### config.mk
export PLATFORM = sky130hd
export DESIGN_NAME = mux4way16_arbiter
export DESIGN_NICKNAME = d
export VERILOG_FILES = /design/src/rtl/mux4way16_arbiter.sv
export SDC_FILE = /design/constraint.sdc
export NUM_CORES = 1
export LEC_CHECK = 0
export CORE_MARGIN = 2
export CORE_UTILIZATION = 37
export CTS_CLUSTER_SIZE = 40
export DETAILED_ROUTE_END_ITERATION = 12
export GPL_TIMING_DRIVEN = 0
export PLACE_DENSITY_LB_ADDON = 0.05
export SLEW_MARGIN = 20
export SYNTH_ARGS = -nofsm -noshare
export SYNTH_HDL_FRONTEND = slang
export SYNTH_SLANG_ARGS = --single-unit
### constraint.sdc
create_clock -name clk -period 2.6 [get_ports clk]
set_input_delay 0.52 -clock clk [delete_from_list [all_inputs] [get_ports clk]]
set_output_delay 0.52 -clock clk [all_outputs]
set_load 0.02 [all_outputs]
### src/rtl/mux4way16_arbiter.sv
// mux4way16_arbiter: round-robin 4:1 arbiter with a registered output word; define ARB_LOCK_EN for burst lock.
// Latency: 1 cycle from ack to dout_valid; accept and consume in the same cycle give back-to-back beats.
// Backpressure: dout_valid && !dout_ready stalls (ack=0, dout/sel/last frozen); requesters hold req until acked.
module mux4way16_arbiter #(
    parameter int WIDTH     = 16,
    parameter int MAX_BURST = 4
) (
    input  logic             clk,
    input  logic             rst_n,
    input  logic [3:0]       req,
    input  logic [3:0]       lock,
    input  logic [WIDTH-1:0] din_a,
    input  logic [WIDTH-1:0] din_b,
    input  logic [WIDTH-1:0] din_c,
    input  logic [WIDTH-1:0] din_d,
    output logic [3:0]       ack,
    output logic [1:0]       sel,
    output logic [WIDTH-1:0] dout,
    output logic             dout_valid,
    input  logic             dout_ready,
    output logic             busy
);

    typedef enum logic [1:0] {
        EMPTY  = 2'd0,
        FULL   = 2'd1
`ifdef ARB_LOCK_EN
        , LOCKED = 2'd2
`endif
    } state_t;

    state_t           state;
    state_t           state_nxt;
    logic [1:0]       last;
    logic [1:0]       rr_win;
    logic             rr_found;
    logic [1:0]       rr_idx;
    logic [1:0]       winner;
    logic             hold;
    logic             can_take;
    logic             accept;
    logic [WIDTH-1:0] win_dat;

`ifdef ARB_LOCK_EN
    localparam int CW = $clog2(MAX_BURST + 1);

    logic [1:0]    owner;
    logic [CW-1:0] cnt;
    logic [CW-1:0] cnt_inc;

    assign cnt_inc = cnt + CW'(1);
    // The owner keeps the bus only while it still asks for it and still holds lock.
    assign hold    = (state == LOCKED) && req[owner] && lock[owner];
`else
    logic unused_cfg;

    assign unused_cfg = (^lock) ^ (MAX_BURST < 1);
    assign hold       = 1'b0;
`endif

    assign dout_valid = (state != EMPTY);
    assign busy       = dout_valid;
    assign can_take   = !dout_valid || dout_ready;

    // Scan starts one past the last grant and wraps 3->0.
    always_comb begin
        rr_win   = last;
        rr_found = 1'b0;
        rr_idx   = 2'd0;
        for (int i = 1; i <= 4; i++) begin
            rr_idx = last + 2'(i);
            if (!rr_found && req[rr_idx]) begin
                rr_win   = rr_idx;
                rr_found = 1'b1;
            end
        end
    end

    always_comb begin
        winner = rr_win;
        accept = can_take && rr_found;
`ifdef ARB_LOCK_EN
        if (hold) begin
            winner = owner;
            accept = can_take;
        end
`endif
    end

    assign ack = (rst_n && accept) ? (4'b0001 << winner) : 4'b0000;

    always_comb begin
        win_dat = din_a;
        case (winner)
            2'd0:    win_dat = din_a;
            2'd1:    win_dat = din_b;
            2'd2:    win_dat = din_c;
            default: win_dat = din_d;
        endcase
    end

    always_comb begin
        state_nxt = state;
        if (accept) begin
            state_nxt = FULL;
`ifdef ARB_LOCK_EN
            if (hold) begin
                if (cnt_inc < CW'(MAX_BURST)) begin
                    state_nxt = LOCKED;
                end
            end else if (lock[winner] && (MAX_BURST > 1)) begin
                state_nxt = LOCKED;
            end
`endif
        end else if (dout_valid && dout_ready) begin
            state_nxt = EMPTY;
        end
`ifdef ARB_LOCK_EN
        else if ((state == LOCKED) && !hold) begin
            // Owner released during a stall: the word stays, the burst ends.
            state_nxt = FULL;
        end
`endif
    end

    always_ff @(posedge clk or negedge rst_n) begin
        if (!rst_n) begin
            state <= EMPTY;
        end else begin
            state <= state_nxt;
        end
    end

    // last resets to 3 so the first scan after reset starts at source a.
    always_ff @(posedge clk or negedge rst_n) begin
        if (!rst_n) begin
            dout <= '0;
            sel  <= 2'b00;
            last <= 2'b11;
        end else if (accept) begin
            dout <= win_dat;
            sel  <= winner;
            last <= winner;
        end
    end

`ifdef ARB_LOCK_EN
    always_ff @(posedge clk or negedge rst_n) begin
        if (!rst_n) begin
            owner <= 2'b00;
            cnt   <= '0;
        end else if (accept) begin
            owner <= winner;
            cnt   <= hold ? cnt_inc : CW'(1);
        end
    end
`endif

endmodule
==> reports/metrics.yaml, run 1 <==
cellLeakagePower_nw: 1.110
die_w_um: 69.46
seq_area_frac_synth_pct: 33.31
tightest_slew_ns: 0.5966
n_fill_cell: 356
antennaDiodeCount: 0
ys_ff_latch: 21
cp-startpoint: "dout_ready"
clock_path_buffers: 2
final_nets: 343
grt_pass1_wl_mm: 8.231
mostFrequentLayoutCells: "clkdlybuf4s50_1, nand3_1, nand2_1, dfrtp_1, mux2i_1"
synth_area_per_cell_sq_um: 9.726
clkLatencyLatePin_ns: 0.26
critPathArrivalTime_ns: 1.99
synth_fp_nets: 238
cts_max_level: 1
finalWeightedCongestion: 0.7473
required_ns: 2.08
p_per_area_nw_per_um2: 692.8
area_delta_synth_final_pct: 70.40
clkSinkCount: 21
hold_viol: 0
period_share_pct: 96.63
vias_per_cell: 5.252
grt_pass1_vias: 1707
ctsHoldBuffers: 0
pre_cts_ws_ns: -0.7941
cpLargestDelayFamily: "buffers and inverters"
crit_chain: "clkdlybuf4s50_1, inv_1, a21oi_2, clkbuf_8, nand2_1, nor3_1, clkdlybuf4s15_2"
drcViolationCount: 0
dp_hpwl_mm: 3.632
criticalPathCategory: "in -> out"
cts_buffers: 3
rows: 23
drt_iter0_drc: 60
overflow: 0
clkSlewWorstSetupHoldPaths_ns: 0.08
grt_max_degree: 24
crit_path_max_incr_delay_ns: 0.45
worst_hold_path_type: "in -> async"
setup_ws_ns: 0.08755
ir_drop_mv: 0.4026
cts_tree: "built"
grt.total_usage_pct: 20.82
crit_path_start_kind: "primary input"
critPathSlowestCell: "clkdlybuf4s50_1"
slew_viol_final: 0
r2r-start: "last[1]"
drtPass1Iterations: 4
routedWlPerCell_um: 15.41
yosys_warnings: 0
start_util_pct: 39.07
vias: 1665
layout-drive-gt1-share_pct: 23.60
yosysUniqueCellTypes: 26
max-slew-margin-rel_pct: 60.23
ant_nets: 0
portBuffers: 94
fin_crit_ns: 2.512
die-area_sq_um: 4824
dp_cells: 307
synthCells: 163
cp_max_fo: 10
status: "finished, final reports clean"
rsz0062_at_grt: "no"
fmax_mhz: 398.0
core_area_sq_um: 4058
fin_worst_skew_ns: 0.006296
layout.cells.non_filler: 317
fin_util_pct: 66.57
antenna_found_initial: 0
end_kind: "output pin"
finalSetupViolations: 0
synthesis.area_sq_um: 1585
max_cap_viol_count: 0
holdWs_ns: 0.3480
die_h_um: 69.46
final_common_cell: "clkdlybuf4s50_1"
boundaryPins: 99
finalWirelength_mm: 4.886
crit_buf_inv: 4
clockRootBuffer: "clkbuf_8"
==> cell families (layout without fill, tap and decap cells) <==
| group | Yosys count | after routing | synth area share (%) |
|---|---|---|---|
| simple gates | 65 | 65 | 19.89 |
| mux | 33 | 33 | 22.10 |
| compound gates | 26 | 26 | 17.36 |
| flops | 21 | 21 | 33.31 |
| buf+inv | 18 | 122 | 7.340 |
==> Yosys cell counts <==
library cell | number | share of area (%)
a21o_1 | 2 | 0.95
a21oi_1 | 3 | 0.95
a21oi_2 | 1 | 0.55
a311oi_2 | 1 | 0.95
a31oi_4 | 1 | 1.3
and4_1 | 1 | 0.55
buf_2 | 3 | 0.95
buf_4 | 4 | 1.9
buf_6 | 4 | 2.8
clkbuf_1 | 5 | 1.2
dfrtp_1 | 19 | 30
dfstp_2 | 2 | 3.3
inv_1 | 2 | 0.47
mux2_2 | 16 | 11
mux2i_1 | 17 | 11
nand2_1 | 19 | 4.5
nand2b_1 | 4 | 1.6
nand3_1 | 32 | 10
nand3b_1 | 1 | 0.47
nor2_1 | 3 | 0.71
nor3_1 | 2 | 0.63
nor3b_1 | 2 | 0.95
nor4_1 | 1 | 0.39
o211ai_1 | 3 | 1.4
o211ai_2 | 13 | 10
o21a_1 | 2 | 0.95
==> flip-flops by register name (all words and copies together), names as in the netlist <==
register and cells:
sel 2, state 1, last 2, dout 16
==> area by class of cell <==
cell class / instances / area [sq um] / share of cell area, %
inverter: 2 / 7.507 / 0.2779
buffer: 15 / 110.1 / 4.076
timing repair buffer: 101 / 982.2 / 36.36
sequential: 21 / 528.0 / 19.55
tap: 50 / 62.56 / 2.316
multi-input combinational: 124 / 965.9 / 35.76
clock buffer: 4 / 45.04 / 1.667
==> layer usage <==
metal / routed length (um) / GRT usage, % / share of wire (%)
met1: 2127 / 28.04 / 44
met2: 2381 / 34.72 / 49
met3: 351 / 3.488 / 7.2
met4: 25 / 5.229 / 0.51
met5: 0 / 0 / 0
==> metrics by stage <==
step                setup TNS (ns)  cell area [sq um]  power [mW]
floorplan                        0               1585       1.168
global placement            -2.860               2589       1.614
detailed placement          -3.032               2589       1.622
CTS                              0               2665       1.864
global route                     0               2701       1.983
finish                           0               2701       1.872
==> report_power, final <==
group | switching (mW) | internal, mW | leakage [nW]
Clock | 0.110 | 0.109 | 0.0228
Sequential | 0.0669 | 0.448 | 0.249
Combinational | 0.543 | 0.594 | 0.839
Total | 0.720 | 1.15 | 1.11
==> final timing paths <==
| path | end | slack (ns) | depth (start not counted) |
|---|---|---|---|
| max | ack[1] | 0.09 | 7 |
| min | dout[3] | 0.35 | 1 |
| max reg2reg | dout[4] | 0.32 | 10 |
| min reg2reg | dout[2] | 0.49 | 2 |
| max in group asynchronous | dout[13] | 1.86 | 1 |
| min in group clk | dout[2] | 0.49 | 2 |
==> what timing repair did <==
item	4_1_cts	5_1_grt
endpoints found under the hold margin	0	0
setup buffers	3	4
resized for setup	28	6
pin swaps	2	1
setup endpoints to repair	4	4
==> worst reg2reg max path, cell delays in order, from the launching register on <==
cell and delay, ns:
dfstp_2 0.53, buf_6 0.12, mux2i_1 0.18, nor2_1 0.06
a311oi_2 0.30, buf_6 0.17, buf_4 0.10, buf_4 0.16
buf_6 0.19, mux2i_1 0.27, o211ai_2 0.09
Power figures use the tool's default switching activity.
==> run 2, diff against run 1 <==
--- a/config.mk
+++ b/config.mk
@@ -6,9 +6,10 @@
 export NUM_CORES = 1
 export LEC_CHECK = 0
 export CORE_MARGIN = 2
-export CORE_UTILIZATION = 37
+export CORE_UTILIZATION = 50
 export CTS_CLUSTER_SIZE = 40
 export DETAILED_ROUTE_END_ITERATION = 12
+export DONT_BUFFER_PORTS = 1
 export GPL_TIMING_DRIVEN = 0
 export PLACE_DENSITY_LB_ADDON = 0.05
 export SLEW_MARGIN = 20
==> run 2 against run 1 <==
Die area decreased by 25%. Critical endpoint is now ack[0]. Total power decreased by 18%. Wire length decreased by 14%.
==> reports/metrics.yaml, run 2 (synthesis gave the netlist of run 1 again) <==
status: "finished, final reports clean"
slew_viol_final: 0  # unchanged
mostFrequentLayoutCells: "nand3_1, nand2_1, dfrtp_1"
period_share_pct: 97.40  # +0.77 points
pre_cts_ws_ns: -0.07532  # +0.7188 ns
grt_max_degree: 20  # -17%
hold_viol: 0  # unchanged
crit_chain: "buf_6, mux2i_1, nor2_1, a311oi_2, buf_6, nor3b_4"
grt.total_usage_pct: 24.07  # +3.2 points
critPathSlowestCell: "dfstp_2"
p_total_mw: 1.536  # -18%
layout-drive-gt1-share_pct: 35.03  # +11 points
cp_max_fo: 8  # -2
final-seq-area_sq_um: 528.0  # unchanged
vias: 1351  # -19%
p_per_area_nw_per_um2: 866.6  # +25%
clkSinkCount: 21  # unchanged
fin_crit_ns: 2.532  # +0.01992 ns
ir_drop_mv: 0.3256  # -19%
max_cap_viol_count: 0  # unchanged
clockRootBuffer: "clkbuf_4"
clkLatencyLatePin_ns: 0.31  # +0.05 ns
final_nets: 253  # -26%
die_w_um: 60.31  # -13%
finalSetupViolations: 0  # unchanged
start_util_pct: 52.36  # +13 points
largestRegisters: "dout (16), last (2), sel (2)"
multi_input_area_sq_um: 969.7  # +0.39%
end_kind: "output pin"
clock_path_buffers: 2  # unchanged
largest_reg_flops: 16  # unchanged
n_fill_cell: 277  # -22%
setup_ws_ns: 0.06763  # -0.01992 ns
die-area_sq_um: 3637  # -25%
cts_buffers: 3  # unchanged
dp_hpwl_mm: 3.015  # -17%
die_h_um: 60.31  # -13%
ant_nets: 0  # unchanged
area_delta_synth_final_pct: 11.84
finalWirelength_mm: 4.201  # -14%
drt_iter0_drc: 68  # +13%
tightest_slew_ns: 0.9520  # +0.3554 ns
rows: 20  # -13%
boundaryPins: 99  # unchanged
final_common_cell: "nand3_1"
grt_pass1_vias: 1347  # -21%
worst_hold_path_type: "in -> async"
antenna_found_initial: 0  # unchanged
grt_pass1_wl_mm: 6.430  # -22%
fmax_mhz: 394.9  # -0.79%
overflow: 0  # unchanged
crit_path_max_incr_delay_ns: 0.55  # +0.10 ns
fin_worst_skew_ns: 0.009005  # +0.002709 ns
clkSlewWorstSetupHoldPaths_ns: 0.13  # +0.05 ns
top_register: "dout"
routedWlPerCell_um: 19.01  # +23%
critPathArrivalTime_ns: 2.01  # +0.02 ns
max-slew-margin-rel_pct: 36.32  # -24 points
drtPass1Iterations: 4  # unchanged
criticalPathCategory: "reg -> out"
stdcell_area_sq_um: 1773  # -34%
portBuffers: 0  # -100%
drcViolationCount: 0  # unchanged
vias_per_cell: 6.113  # +16%
rsz0062_at_grt: "yes"
crit_path_start_kind: "flip-flop"
core_area_sq_um: 3028  # -25%
setup-tns-final_ns: 0  # unchanged
cellLeakagePower_nw: 0.7402  # -33%
finalWeightedCongestion: 0.6911  # -7.5%
holdWs_ns: 0.02908  # -0.3189 ns
r2r_cells: 10  # unchanged
required_ns: 2.08  # about the same
crit_path_frequent_cell: "buf_6"
cts_tree: "built"
antennaDiodeCount: 0  # unchanged
cts_max_level: 1  # unchanged
placed_area_sq_um: 1640  # -37%
-- run 2: changes by cell type in the layout (fill, tap and decap cells not counted), sizes merged --
cell	previous run	this run
dlymetal6s2s	1	0
clkdlybuf4s15	2	0
dlygate4sd3	0	1
clkdlybuf4s50	85	0
dlygate4sd2	3	0
-- run 2: power by group --
| part | switching [mW] | internal (mW) | leakage, nW |
|---|---|---|---|
| Sequential | 0.223 | 0.447 | 0.249 |
| Clock | 0.104 | 0.0598 | 0.0150 |
| Combinational | 0.356 | 0.347 | 0.477 |
-- run 2: metrics by stage --
stage	utilization, %	std cells
3_3_place_gp	54.17	207
2_1_floorplan	-	163
3_5_place_dp	54.17	207
4_1_cts	56.49	213
5_1_grt	58.55	221
6_report	58.55	221
-- run 2: layout make-up --
type                       instances  share of cell area [%]
multi-input combinational        124                   54.69
sequential                        21                   29.78
buffer                            15                   5.716
timing repair buffer              11                   4.799
tap                               44                   3.105
clock buffer                       4                   1.482
inverter                           2                  0.4234
-- run 2: critical path, delay by kind of cell, from the launching register on --
| family | cells | cell delay (ns) |
|---|---|---|
| flops | 1 | 0.55 |
| compound gates | 1 | 0.26 |
| mux | 1 | 0.20 |
| buf+inv | 2 | 0.31 |
| simple gates | 2 | 0.40 |
-- run 2: metal layers --
layer | vias up | global-route usage (%) | part of all wire (%)
met5 | - | 0 | 0
met2 | 66 | 39.75 | 50
met3 | 7 | 3.896 | 6.9
li1 | 623 | - | -
met1 | 655 | 31.42 | 41
met4 | 0 | 9.524 | 1.7
-- run 2: worst paths after layout --
| path | slack (ns) | endpoint | from |
|---|---|---|---|
| max in group asynchronous | 1.23 | dout[8] | rst_n |
| max reg2reg | 0.25 | dout[7] | last[1] |
| min | 0.03 | last[0] | rst_n |
| min in group clk | 0.36 | state[0] | req[1] |
| min reg2reg | 0.54 | last[0] | last[0] |
| max | 0.07 | ack[0] | last[1] |
-- run 2: what timing repair did --
action	CTS	global route
hold buffers	1	0
hold endpoints to repair	19	0
pin swaps	0	3
endpoints found under the setup margin	4	4
setup buffers	1	9
resized for setup	6	5
